[config.mk]
export PLATFORM = sky130hd
export DESIGN_NAME = ctrl_decode_pipe
export DESIGN_NICKNAME = d
export VERILOG_FILES = /design/src/rtl/ctrl_decode_pipe.sv
export SDC_FILE = /design/constraint.sdc
export NUM_CORES = 1
export LEC_CHECK = 0
export CAP_MARGIN = 10
export CORE_MARGIN = 8
export CORE_UTILIZATION = 35
export DETAILED_ROUTE_END_ITERATION = 7
export SETUP_SLACK_MARGIN = 0.05
export SLEW_MARGIN = 40
export SYNTH_ARGS = -nofsm -noshare
export SYNTH_HDL_FRONTEND = slang
export SYNTH_SLANG_ARGS = --single-unit
export TNS_END_PERCENT = 30
[constraint.sdc]
create_clock -name clk -period 4.7 [get_ports clk]
set_clock_uncertainty 0.1 [all_clocks]
set_input_delay 0.705 -clock clk [delete_from_list [all_inputs] [get_ports clk]]
set_output_delay 0.705 -clock clk [all_outputs]
set_load 0.05 [all_outputs]
[src/rtl/ctrl_decode_pipe.sv]
// ctrl_decode_pipe: registered instruction decoder for the 8-bit accumulator ISA.
// Decodes one instruction per cycle into a control bundle with 1-cycle latency,
// squashes FLUSH_SLOTS wrong-path valid slots after a taken branch, and enters a
// sticky halt state on an accepted halt.
//
// Ports:
//   clk, rst_n             clock (rising edge), asynchronous active-low reset
//   instr_i, instr_valid_i instruction word and its valid qualifier
//   stall_i                hold all state and outputs (ignored once halted)
//   cb_i                   condition bit, decides brf/brb direction
//   valid_o .. branchb_o   registered control bundle
//   done_o                 sticky halt flag
//   flush_active_o         squash counter is nonzero
module ctrl_decode_pipe #(
    parameter int unsigned FLUSH_SLOTS = 1,
    parameter logic [2:0]  ACC_ADDR    = 3'd7,
    parameter logic [2:0]  SUBS_RS     = 3'd2,
    parameter logic [2:0]  SUBS_RT     = 3'd5,
    parameter logic [2:0]  SLT_RS      = 3'd6
) (
    input  logic       clk,
    input  logic       rst_n,
    input  logic [7:0] instr_i,
    input  logic       instr_valid_i,
    input  logic       stall_i,
    input  logic       cb_i,
    output logic       valid_o,
    output logic [3:0] alucontrol_o,
    output logic [2:0] rs_addr_o,
    output logic [2:0] rt_addr_o,
    output logic [2:0] write_addr_o,
    output logic [4:0] immediate_o,
    output logic       regwrite_o,
    output logic       write_data_control_o,
    output logic       CBwrite_o,
    output logic       memwrite_o,
    output logic       memread_o,
    output logic       branchf_o,
    output logic       branchb_o,
    output logic       done_o,
    output logic       flush_active_o
);

    typedef struct packed {
        logic       valid;
        logic [3:0] alu;
        logic [2:0] rs;
        logic [2:0] rt;
        logic [2:0] wa;
        logic [4:0] imm;
        logic       regwrite;
        logic       wdc;
        logic       cbwrite;
        logic       memwrite;
        logic       memread;
        logic       branchf;
        logic       branchb;
    } bundle_t;

    typedef enum logic [0:0] {StRun, StHalt} state_e;

    state_e     state_q, state_d;
    logic [2:0] count_q, count_d;
    bundle_t    bundle_q, bundle_d;
    bundle_t    dec;
    logic       dec_halt;
    logic       accept;
    logic       upd;
    logic [2:0] instr_r;

    assign instr_r = instr_i[2:0];

    // Pure decode of the current instruction word, qualified later by accept.
    always_comb begin
        dec       = '0;
        dec.valid = 1'b1;
        dec_halt  = 1'b0;
        unique casez (instr_i[7:3])
            5'b00???: begin
                dec.alu = 4'd0; dec.regwrite = 1'b1;
                dec.wa = instr_i[5:3]; dec.rs = instr_r; dec.rt = ACC_ADDR;
            end
            5'b01???: begin
                dec.alu = 4'd1; dec.regwrite = 1'b1;
                dec.wa = instr_i[5:3]; dec.rs = instr_r; dec.rt = ACC_ADDR;
            end
            5'b110??: begin
                dec.alu = 4'd8; dec.regwrite = 1'b1;
                dec.wa = ACC_ADDR; dec.imm = instr_i[4:0];
            end
            5'b11100: begin
                dec.alu = 4'd2; dec.regwrite = 1'b1;
                dec.wa = instr_r; dec.rs = instr_r; dec.rt = ACC_ADDR;
            end
            5'b11101: begin
                dec.alu = 4'd3; dec.regwrite = 1'b1;
                dec.wa = instr_r; dec.rs = instr_r; dec.rt = ACC_ADDR;
            end
            5'b11110: begin
                dec.alu = 4'd1; dec.rs = instr_r; dec.branchf = cb_i;
            end
            5'b11111: begin
                dec.alu = 4'd4; dec.regwrite = 1'b1;
                dec.wa = instr_r; dec.rs = SUBS_RS; dec.rt = SUBS_RT;
            end
            5'b10000: begin
                dec.alu = 4'd5; dec.cbwrite = 1'b1; dec.rs = SLT_RS; dec.rt = ACC_ADDR;
            end
            5'b10001: begin
                dec.alu = 4'd1; dec_halt = 1'b1;
            end
            5'b10010: begin
                dec.alu = 4'd1; dec.regwrite = 1'b1; dec.wdc = 1'b1; dec.memread = 1'b1;
                dec.wa = instr_r; dec.rt = ACC_ADDR;
            end
            5'b10011: begin
                dec.alu = 4'd1; dec.memwrite = 1'b1; dec.rs = instr_r; dec.rt = ACC_ADDR;
            end
            5'b10100: begin
                dec.alu = 4'd6; dec.regwrite = 1'b1; dec.wa = instr_r; dec.rs = instr_r;
            end
            5'b10101: begin
                dec.alu = 4'd7; dec.cbwrite = 1'b1; dec.rs = instr_r; dec.rt = ACC_ADDR;
            end
            5'b10110: begin
                dec.alu = 4'd1; dec.rs = instr_r; dec.branchb = cb_i;
            end
            5'b10111: begin
                dec.alu = 4'd9; dec.regwrite = 1'b1;
                dec.wa = ACC_ADDR; dec.rs = instr_r; dec.rt = ACC_ADDR;
            end
            default: dec = '0;
        endcase
    end

    assign accept = !stall_i && instr_valid_i && (state_q == StRun) && (count_q == 3'd0);
    // Once halted, stall no longer freezes the bundle: it drains to bubbles.
    assign upd    = !stall_i || (state_q == StHalt);

    // State, squash counter and bundle registers.
    always_ff @(posedge clk or negedge rst_n) begin
        if (!rst_n) begin
            state_q  <= StRun;
            count_q  <= 3'd0;
            bundle_q <= '0;
        end else begin
            state_q <= state_d;
            count_q <= count_d;
            if (upd) begin
                bundle_q <= bundle_d;
            end
        end
    end

    // Next-state: FSM and squash counter.
    always_comb begin
        state_d = state_q;
        count_d = count_q;
        if (state_q == StRun && !stall_i) begin
            if (accept) begin
                if (dec_halt) begin
                    state_d = StHalt;
                end
                if (dec.branchf || dec.branchb) begin
                    count_d = 3'(FLUSH_SLOTS);
                end
            end else if (instr_valid_i && count_q != 3'd0) begin
                // Only valid wrong-path instructions consume a squash slot.
                count_d = count_q - 3'd1;
            end
        end
    end

    // Output: next bundle is the decode when accepted, otherwise an all-zero bubble.
    always_comb begin
        bundle_d = '0;
        if (accept) begin
            bundle_d = dec;
        end
    end

    assign valid_o              = bundle_q.valid;
    assign alucontrol_o         = bundle_q.alu;
    assign rs_addr_o            = bundle_q.rs;
    assign rt_addr_o            = bundle_q.rt;
    assign write_addr_o         = bundle_q.wa;
    assign immediate_o          = bundle_q.imm;
    assign regwrite_o           = bundle_q.regwrite;
    assign write_data_control_o = bundle_q.wdc;
    assign CBwrite_o            = bundle_q.cbwrite;
    assign memwrite_o           = bundle_q.memwrite;
    assign memread_o            = bundle_q.memread;
    assign branchf_o            = bundle_q.branchf;
    assign branchb_o            = bundle_q.branchb;
    assign done_o               = (state_q == StHalt);
    assign flush_active_o       = (count_q != 3'd0);

endmodule

==> flow_summary.toml <==
[power]
cellPowerDensity_nw_per_um2 = 387
switching_share_pct = 40.3
seqPwrFrac_pct = 38.6
vdd_drop_max_uv = 219
p_total_uw = 772
power_frac_comb_pct = 41.5
intPower_uw = 461
p_leak_nw = 0.854
switchingPower_uw = 311
clkPwrFrac_pct = 19.9

[layout]
final_common_cell = "clkdlybuf4s50_1"
register_area_um2 = 701
fillCellCount = 418
final_cell_mix = "clkdlybuf4s50_1 (40), dfrtp_1 (28), nand2_1 (28)"
drive_above_1_share_pct = 7.65
num_antenna_cells = 0
multi_input_area_um2 = 741
nNetsFinal = 212
synthToLayoutAreaGrowth_pct = 26.4

[logic_synthesis]
netlist_area_um2 = 1580
postSynthCellCount = 167
synth_top_area_share_pct = 44.4
synth_cell_types = 41
yosysSeqAreaShare_pct = 44.4
synth-main-ff-cell = "dfrtp_1"
syn_nets = 182
ys_warn_count = 0
synthTopCellsByArea = "dfrtp_1 (44%), nand2_1 (6.7%), a22o_1 (5.0%)"
synth_area_per_cell_um2 = 9.46
synth_edf_count = 0
synthArstFlopShare_pct = 100
ys_seq_elements = 28
synth_area_leader_cell = "dfrtp_1"

[timing]
finalSetupTns_ns = 0
setup_violations = 0
setup_slack_ns = 1.84
fmax_mhz = 349
finalHoldViolCount = 0
rsz0062_at_grt = "no"
maxSlewHeadroom_pct = 50.9
worstMarginPinSlew_ns = 0.734
final_min_period_over_clock_period_pct = 60.9
timing.final.crit_period_ns = 2.86
drv_slew = 0

[detailed_routing]
avgRoutedWirePerCell_um = 17.2
first_iter_violations = 145
wl_um = 4260
drcViolationCount = 0
num_vias = 1371
ant_nets = 0
viasPerCell = 5.53
drt_pre_antenna_iters = 4

[placed_design]
place.gp.congestion = 0.876
hpwl_um = 3140
port_buffers = 40
place_ws_ns = 1.95

[global_route]
grt_max_degree = 29
gr-total-overflow = 0
antenna_found_initial = 0
grt_pass1_wl_um = 7160
grt_pass1_vias = 1361
track_usage_pct = 12.4

[setup_path]
required_ns = 3.89
arrival_ns = 2.06
cp-start-kind = "flip-flop"
path_max_fanout = 4
cp-end-kind = "output pin"
path_class = "reg -> out"

[die]
die_h_um = 83.2
io_pins = 41
coreArea_um2 = 4350
row_count = 24
dieArea_um2 = 6920
die_x_um = 83.2
start_util_pct = 36.3

[cts]
cts.sinks = 28
cts_hold_buf = 0
ctsResizeCount = 0
cts_setup_buffers = 0
clk_path_buf_depth = 2
insertion_delay_ns = 0.28
clk_pin_slew_ns = 0.10
cts_tree = "yes"
htree_levels = 1
cts_inserted_buffers = 3
root_buffer = "clkbuf_8"

[flow_run]
drv_cap = 0

[run_status]
outcome = "completed"

[worst_hold_path]
hold_path_class = "reg -> reg"
-- metal layers --
layer / GRT usage, % / part of all wire, % / vias up
met2: 19.5 / 47 / 48
met4: 3.83 / 1.4 / 0
met1: 16.1 / 45 / 668
li1: - / - / 648
met5: 0 / 0 / -
met3: 3.13 / 6.5 / 7
-- state kept, by name (all words and copies together) (netlist names) --
register	count
CBwrite_o	1
alucontrol_o	4
branchb_o	1
branchf_o	1
count_q	3
done_o	1
immediate_o	5
memwrite_o	1
regwrite_o	1
rs_addr_o	3
rt_addr_o	2
valid_o	1
write_addr_o	3
write_data_control_o	1
-- worst max-delay path: stages (launching register included) --
cell and delay [ns]:
dfrtp_1 0.39, inv_1 0.06, ha_1 0.19, ha_1 0.23, inv_1 0.10, clkdlybuf4s50_1 0.81
-- cells in the mapped netlist (2+ instances only) --
library cell  number
nand2_1           28
nor3b_1            2
nand3b_1           4
a32o_1             3
o21ai_1            3
a21oi_1            8
nand3_1            5
a22o_1             9
xnor2_1            2
dfrtp_1           28
nand2b_1           8
ha_1               2
inv_1              7
buf_6              3
o21ai_0            9
clkbuf_1           2
a21o_1             2
buf_2              5
a31oi_1            3
nor2_1             5
o31ai_1            3
o2bb2ai_1          2
buf_4              6
-- path summary, 6_finish.rpt --
path,from,to,slack [ns],depth (start not counted)
max in group asynchronous,rst_n,count_q[0],3.54,2
setup / recovery,count_q[0],flush_active_o,1.84,5
hold reg to reg,rt_addr_o[1],rt_addr_o[1],0.39,1
setup reg to reg,count_q[0],write_addr_o[2],2.56,6
hold / removal,rt_addr_o[1],rt_addr_o[1],0.39,1
min in group asynchronous,rst_n,rs_addr_o[0],0.69,2
-- metrics by stage --
stage	area, µm²	util [%]	cells	hold WS, ns
2_1_floorplan	1580	-	167	0.309
3_3_place_gp	1940	44.6	244	0.362
3_5_place_dp	1940	44.6	244	0.363
4_1_cts	2000	45.8	248	0.396
5_1_grt	2000	45.8	248	0.422
6_report	2000	45.8	248	0.392
-- power groups by stage --
stage	clock [mW]	sequential, mW	combinational (mW)
floorplan	0	0.377	0.147
global placement	0	0.300	0.316
detailed placement	0	0.302	0.321
CTS	0.158	0.298	0.322
global route	0.169	0.303	0.344
finish	0.154	0.298	0.320
-- final cells by class --
type	count	area share, %
sequential	28	35.1
multi-input combinational	116	37.1
inverter	7	1.32
timing repair buffer	41	20.4
clock buffer	4	2.76
tap	52	3.26
-- kinds of logic (layout without fill, tap and decap cells) --
logic type	count (synthesis)	count (layout)	share of synthesized area, %
buffers and inverters	23	52	8.72
AO/OA/AOI/OAI	50	50	23.5
AND/OR/NAND/NOR	61	61	20.0
XOR/XNOR	2	2	1.11
flip-flops	28	28	44.4
multiplexers	1	1	0.713
adder cells (fa/ha/maj)	2	2	1.58
Power figures use the tool's default switching activity.
